`src/rtl/program_counter.sv`:
```
// ---------------------------------------------------------------------------
// program_counter
// Fetch-address generator for the 8-bit single-cycle datapath. Holds the PC
// and picks its next value each cycle: increment, PC-relative branch,
// absolute jump, stall or halt. A small BOOT/RUN/HALT FSM gates fetches.
//
// Parameters:
//   RESET_PC      PC value loaded on reset
// Ports:
//   clock         rising-edge clock
//   reset         asynchronous active-low reset
//   stall         hold PC and state this cycle
//   branch, zero  conditional branch and its condition flag
//   branch_offset 8-bit two's complement offset (relative to pc + 1)
//   jump          absolute jump to jump_target
//   halt, resume  enter / leave HALT
//   pc            current fetch address (registered)
//   fetch_valid   pc addresses a real instruction (RUN only)
//   halted        FSM is in HALT
//   branch_count  saturating count of taken redirects (PC_BRANCH_COUNTER_EN)
//   taken         a branch or jump redirected the PC on the last edge
//
// Optional feature macro: PC_BRANCH_COUNTER_EN adds the branch_count output.
// ---------------------------------------------------------------------------
module program_counter #(
  parameter logic [7:0] RESET_PC = 8'h00
) (
  input  logic       clock,
  input  logic       reset,
  input  logic       stall,
  input  logic       branch,
  input  logic       zero,
  input  logic [7:0] branch_offset,
  input  logic       jump,
  input  logic [7:0] jump_target,
  input  logic       halt,
  input  logic       resume,
  output logic [7:0] pc,
  output logic       fetch_valid,
  output logic       halted,
`ifdef PC_BRANCH_COUNTER_EN
  output logic [7:0] branch_count,
`endif
  output logic       taken
);

  localparam logic [1:0] ST_BOOT = 2'd0;
  localparam logic [1:0] ST_RUN  = 2'd1;
  localparam logic [1:0] ST_HALT = 2'd2;

  logic [1:0] r_state;
  logic [7:0] r_pc;
  logic       r_taken;

  logic [1:0] w_state_next;
  logic [7:0] w_pc_next;
  logic [7:0] w_pc_inc;
  logic       w_taken_next;

  assign w_pc_inc = r_pc + 8'd1;

  always_comb begin
    w_state_next = r_state;
    w_pc_next    = r_pc;
    w_taken_next = 1'b0;
    case (r_state)
      ST_BOOT: begin
        // One dead cycle after reset; all control inputs are ignored.
        w_state_next = ST_RUN;
      end
      ST_RUN: begin
        if (!stall) begin
          if (halt) begin
            w_state_next = ST_HALT;
          end else if (jump) begin
            w_pc_next    = jump_target;
            w_taken_next = 1'b1;
          end else if (branch && zero) begin
            // Offset is relative to the sequential successor; wraps mod 256.
            w_pc_next    = w_pc_inc + branch_offset;
            w_taken_next = 1'b1;
          end else begin
            w_pc_next = w_pc_inc;
          end
        end
      end
      ST_HALT: begin
        if (!stall && resume) begin
          w_pc_next    = w_pc_inc;
          w_state_next = ST_RUN;
        end
      end
      default: begin
        w_state_next = ST_BOOT;
        w_pc_next    = RESET_PC;
      end
    endcase
  end

  always_ff @(posedge clock or negedge reset) begin
    if (!reset) begin
      r_state <= ST_BOOT;
      r_pc    <= RESET_PC;
      r_taken <= 1'b0;
    end else begin
      r_state <= w_state_next;
      r_pc    <= w_pc_next;
      r_taken <= w_taken_next;
    end
  end

`ifdef PC_BRANCH_COUNTER_EN
  logic [7:0] r_branch_count;

  // Only RUN without stall can redirect, so stall holds the count for free.
  always_ff @(posedge clock or negedge reset) begin
    if (!reset) begin
      r_branch_count <= 8'h00;
    end else if (w_taken_next && (r_branch_count != 8'hFF)) begin
      r_branch_count <= r_branch_count + 8'd1;
    end
  end

  assign branch_count = r_branch_count;
`endif

  assign pc          = r_pc;
  assign taken       = r_taken;
  assign fetch_valid = (r_state == ST_RUN);
  assign halted      = (r_state == ST_HALT);

endmodule
```
`config.mk`:
```
export PLATFORM = sky130hd
export DESIGN_NAME = program_counter
export DESIGN_NICKNAME = d
export VERILOG_FILES = /design/src/rtl/program_counter.sv
export SDC_FILE = /design/constraint.sdc
export NUM_CORES = 1
export LEC_CHECK = 0
export ABC_AREA = 1
export ABC_CLOCK_PERIOD_IN_PS = 2360
export CAP_MARGIN = 0
export CORE_ASPECT_RATIO = 1.5
export CORE_MARGIN = 3
export CORE_UTILIZATION = 45
export DETAILED_ROUTE_END_ITERATION = 12
export HOLD_SLACK_MARGIN = 0.12
export PLACE_DENSITY = 0.76
export SETUP_SLACK_MARGIN = 0.5
export SYNTH_ARGS = -nofsm -noshare
export SYNTH_HDL_FRONTEND = slang
export SYNTH_SLANG_ARGS = --single-unit
```
`constraint.sdc`:
```
create_clock -name clock -period 2.36 [get_ports clock]
set_clock_uncertainty 0.05 [all_clocks]
set_input_delay 0.59 -clock clock [delete_from_list [all_inputs] [get_ports clock]]
set_output_delay 0.59 -clock clock [all_outputs]
set_load 0.005 [all_outputs]
```
Yosys cells after proc, flatten, opt, wreduce, memory -nomap -nowiden
Cells that the tools add are included.
- equal/unequal tests: 6
- reductions and logical operators: 6
- muxes and demuxes: 15
- add/sub/neg operators: 2
- bitwise operators: 1
- operator list (kind ; number):
    $mux W8 ; 5
    $pmux W8 S3 ; 1
    $add A8 B1 Y8 const B ; 1
    $add A8 B8 Y8 ; 1
    $mux W2 ; 3
    $ne A2 B2 Y1 const B ; 3
    $pmux W2 S3 ; 1
    $mux W1 ; 5
    $reduce_and A4 Y1 ; 1
    $reduce_and A3 Y1 ; 1
    $eq A2 B1 Y1 const B ; 1
    $eq A2 B2 Y1 const B ; 1
    $logic_and A1 B1 Y1 ; 2
    $logic_not A2 Y1 ; 1
    $ne A2 B1 Y1 const B ; 1
    $logic_not A1 Y1 ; 1
    $not A1 Y1 ; 1
- flip-flop bits (word level): 11
- word-level logic and storage cells: 33
- input bits: 24
- output and inout port bits: 11

Logic depth before layout (Yosys ltp)
- word-level depth: 7
- gate-level depth with buffers: 18
- mapped depth without buffers: 18

Worst setup path after synthesis
Ideal clock, no wire load.
- kind: reg2reg
- start: register r_pc[1], in the netlist pc[1]
- end: register r_pc[7], in the netlist pc[7]
- path buffers: 0
- setup time: 0.116 ns
- arrival time: 2.059 ns
- stages on the path, launching flop included: 18
- clock period less this slack: 2.226 ns
- required time: 2.194 ns
- path slack: 0.134 ns
- cell sequence: dfrtp_1 ha_1 nand4_1 nor2_2 xor2_2 ha_1 nand2_1 inv_1 a21oi_1 nand2_1 nand2_1 nand3_1 nand2_1 nand3_1 nand2_1 nand2_1 nand2_1 nand2_1
- longest elaborated chain between the ends: 7
- elaborated cells on any way between the ends: 8
- those cells by class: add/sub (2); mux (6)
- ends and longest elaborated chain (item ; RTL line ; RTL):
    start, declared ; 52 ; logic [7:0] r_pc;
    start signal, assigned ; 107 ; r_pc <= w_pc_next;
    $add A8 B1 Y8 * ; 60 ; assign w_pc_inc = r_pc + 8'd1;
    $add A8 B8 Y8 ; 80 ; w_pc_next = w_pc_inc + branch_offset;
    $mux W8 ; 78 ; end else if (branch && zero) begin
    $mux W8 ; 75 ; end else if (jump) begin
    $mux W8 ; 73 ; if (halt) begin
    $mux W8 ; 72 ; if (!stall) begin
    $pmux W8 S3 * ; 66 ; case (r_state)
Mark *: on every way between the ends. The rest lies on a longest branch, timed or not. The select of a mux whose other input is x is not followed.
A chain may end at the register's enable or synchronous reset.

Worst setup path in the final report
- start: register r_pc[0], in the netlist pc[0]
- end: register r_pc[7], in the netlist pc[7]
Same word-level chain as after synthesis.

==> impl_metrics.toml <==
[global_route]
grt.met2_usage_pct = 43.27
grt_util_all_layers_pct = 24.18
met1_usage_pct = 26.20
grt_pass1_wl_um = 6699
grt-busiest-layer = "met2"
met3_usage_pct = 2.345
antenna_found_initial = 0
grt_remaining_overflow = 0
grt_pass1_vias = 1572
grt_max_degree = 12

[routing]
ant_nets = 0
drc = 0
routed_wl_um = 4303
vias_per_cell = 5.181
wl_per_cell_um = 14.39
dr.pass1.iters = 4
drt_iter0_drc = 70
vias = 1549

[flow_run]
maxCapViolations = 0

[sta]
hold_viol_final = 0
setup_tns_ns = 0
finalCriticalPeriod_ns = 2.324
setup_viol = 0
timing.fmax_mhz = 430.3
final_max_slew_viol_count = 0
rsz0062_at_grt = "true"
worstMarginPinSlew_ns = 0.5367
finalCritPeriodShare_pct = 98.47
relSlewSlack_pct = 64.11

[cts]
clockRootBuffer = "clkbuf_4"
cts_sinks = 11
h-tree-depth = 1
clk_pin_slew_ns = 0.07
clk_latency_ns = 0.27
clk_path_buf_depth = 2
tritoncts = "built"
cts_buffers = 3

[die]
num_rows = 22
pin_count = 35
core_um2 = 2532
fp.dieW_um = 48.69
initial_core_util_pct = 48.57
fp.dieArea_um2 = 3409
fp.dieH_um = 70.03

[finish]
drive_gt1_share_pct = 33.84
syn_to_final_growth_pct = 73.45
utilization_pct = 84.24
fin_nets = 302
fillers = 162
stdcell_area_um2 = 2133
n_antenna_cell = 0

[synth]
synthArstFlopShare_pct = 100.0
synth_edf_count = 0
muxShareOfSynthArea_pct = 0
syn_area_um2 = 1230
ys.flop_type = "dfrtp_1"
yosysSeqAreaShare_pct = 22.38
synth_nets = 227
synth_compound_area_share_pct = 12.92
synth.avg_cell_area_um2 = 6.508
synth_fa_ha_area_share_pct = 14.85
synth_top_family_by_area = "simple AND/OR/NAND/NOR gates"
synth_simple_gate_area_share_pct = 35.91
synthXorXnorAreaFrac_pct = 4.781
synthCells = 189
yosys_warnings = 0
synthDistinctLibCells = 31
synth_seq_cells = 11

[placement]
io_buffer_count = 34
place_area_um2 = 1753
gp_congestion = 0.9140
place_hpwl_um = 2918

[hold_path]
hold_class = "reg2reg"

[worst_setup_path]
cp-end-kind = "flip-flop"
cp_max_fo = 5
critPathRequiredTime_ns = 2.47
start_kind = "flip-flop"
worstSetupPathType = "reg2reg"
arrival_ns = 2.43

[status]
status = "finished clean"

[power_and_ir_drop]
p_leak_nw = 1.104
cellPowerDensity_nw_per_um2 = 1088
ir_drop_mv = 0.8911
total_power_w = 0.002320
==> cell type report <==
type                            count  area [um^2]  area share [%]
Sequential cell                    11        279.0           13.08
Timing Repair Buffer               70        633.1           29.68
Inverter                           30        117.6           5.513
Multi-Input combinational cell    148         1032           48.39
Clock buffer                        4        26.28           1.232
Tap cell                           36        45.04           2.111
==> what timing repair did <==
item / CTS / global route
hold endpoints to repair: 0 / 0
cloned: 0 / 0
pin swaps: 11 / 14
hold buffers: 0 / 0
resized for setup: 25 / 35
endpoints found under the setup margin: 16 / 16
setup buffers: 14 / 7
==> registers in the layout (all words and copies together), names as in the netlist <==
| signal | count |
|---|---|
| taken | 1 |
| r_state | 2 |
| pc | 8 |
==> critical path, cell delays in order, from the launching register on <==
cell     delay, ns
dfrtp_1       0.42
inv_2         0.08
nor2_4        0.15
nand2_2       0.09
buf_4         0.14
nand2_1       0.10
inv_2         0.08
ha_4          0.30
nand2_1       0.05
nor2_1        0.08
nand3_1       0.12
nand3_1       0.13
nand3_1       0.08
nand2_1       0.06
nand3_1       0.06
nand2_1       0.06
nand2_1       0.05
nand2_1       0.06
nand2_1       0.05
==> cell usage after synthesis (all sizes together) (2+ instances only) <==
master | n | share of area, %
dfrtp | 11 | 22
nor2 | 25 | 9.1
nand4 | 2 | 1.0
nand2 | 62 | 19
nand3 | 9 | 3.7
o221ai | 2 | 1.4
ha | 13 | 13
inv | 29 | 8.9
o21ai | 12 | 4.9
or2 | 2 | 1.0
o211ai | 2 | 1.2
xor2 | 4 | 4.1
a21oi | 4 | 1.6
==> routing by layer <==
metal,up-vias,wire length [um]
li1,752,-
met1,698,1544
met2,76,2232
met3,23,278
met4,0,248
met5,-,0
==> metrics by stage <==
| stage | cells | worst slack [ns] | hold slack, ns |
|---|---|---|---|
| 6_report | 299 | 0.03621 | 0.4953 |
| 5_1_grt | 299 | -0.1646 | 0.5242 |
| 4_1_cts | 292 | 0.02284 | 0.4953 |
| 3_5_place_dp | 274 | -0.2475 | 0.4758 |
| 3_3_place_gp | 274 | -0.1436 | 0.4653 |
| 2_1_floorplan | 189 | 0.1588 | 0.2444 |
==> power breakdown <==
part | internal [W] | switching (W)
Clock | 0.0000654 | 0.0000617
Combinational | 0.000901 | 0.000920
Sequential | 0.000271 | 0.000102
==> cell usage in the layout (no fill, tap or decap), types with 2 or more instances in the layout <==
cell type / instances
ha_1: 4
o21ai_1: 7
buf_6: 5
xor2_2: 2
nand4_1: 2
inv_4: 2
nand3_1: 8
inv_1: 20
ha_4: 8
clkdlybuf4s50_1: 25
o211ai_1: 2
nor2_4: 2
nor2_2: 3
dlymetal6s2s_1: 4
dfrtp_2: 3
dfrtp_1: 8
nor2_1: 20
inv_2: 8
nand2_1: 56
clkdlybuf4s15_1: 3
buf_4: 31
a21oi_2: 3
nand2_2: 6
clkbuf_4: 3
o21ai_0: 4
==> path summary, 6_finish.rpt <==
check / from / endpoint / slack (ns) / cells past startpoint
worst min register to register: pc[7] / pc[7] / 0.50 / 2
worst max register to register: pc[0] / pc[7] / 0.04 / 18
worst min-delay path: pc[7] / pc[7] / 0.50 / 2
worst max-delay path: pc[0] / pc[7] / 0.04 / 18
min in group asynchronous: reset / r_state[0] / 0.62 / 1
max in group asynchronous: reset / pc[6] / 1.25 / 1
==> cells by family after synthesis <==
| group | count (synthesis) |
|---|---|
| XOR/XNOR | 5 |
| AO/OA/AOI/OAI | 26 |
| AND/OR/NAND/NOR | 103 |
| flip-flops | 11 |
| adder cells (fa/ha/maj) | 14 |
| buffers and inverters | 30 |
Power figures use the tool's default switching activity.
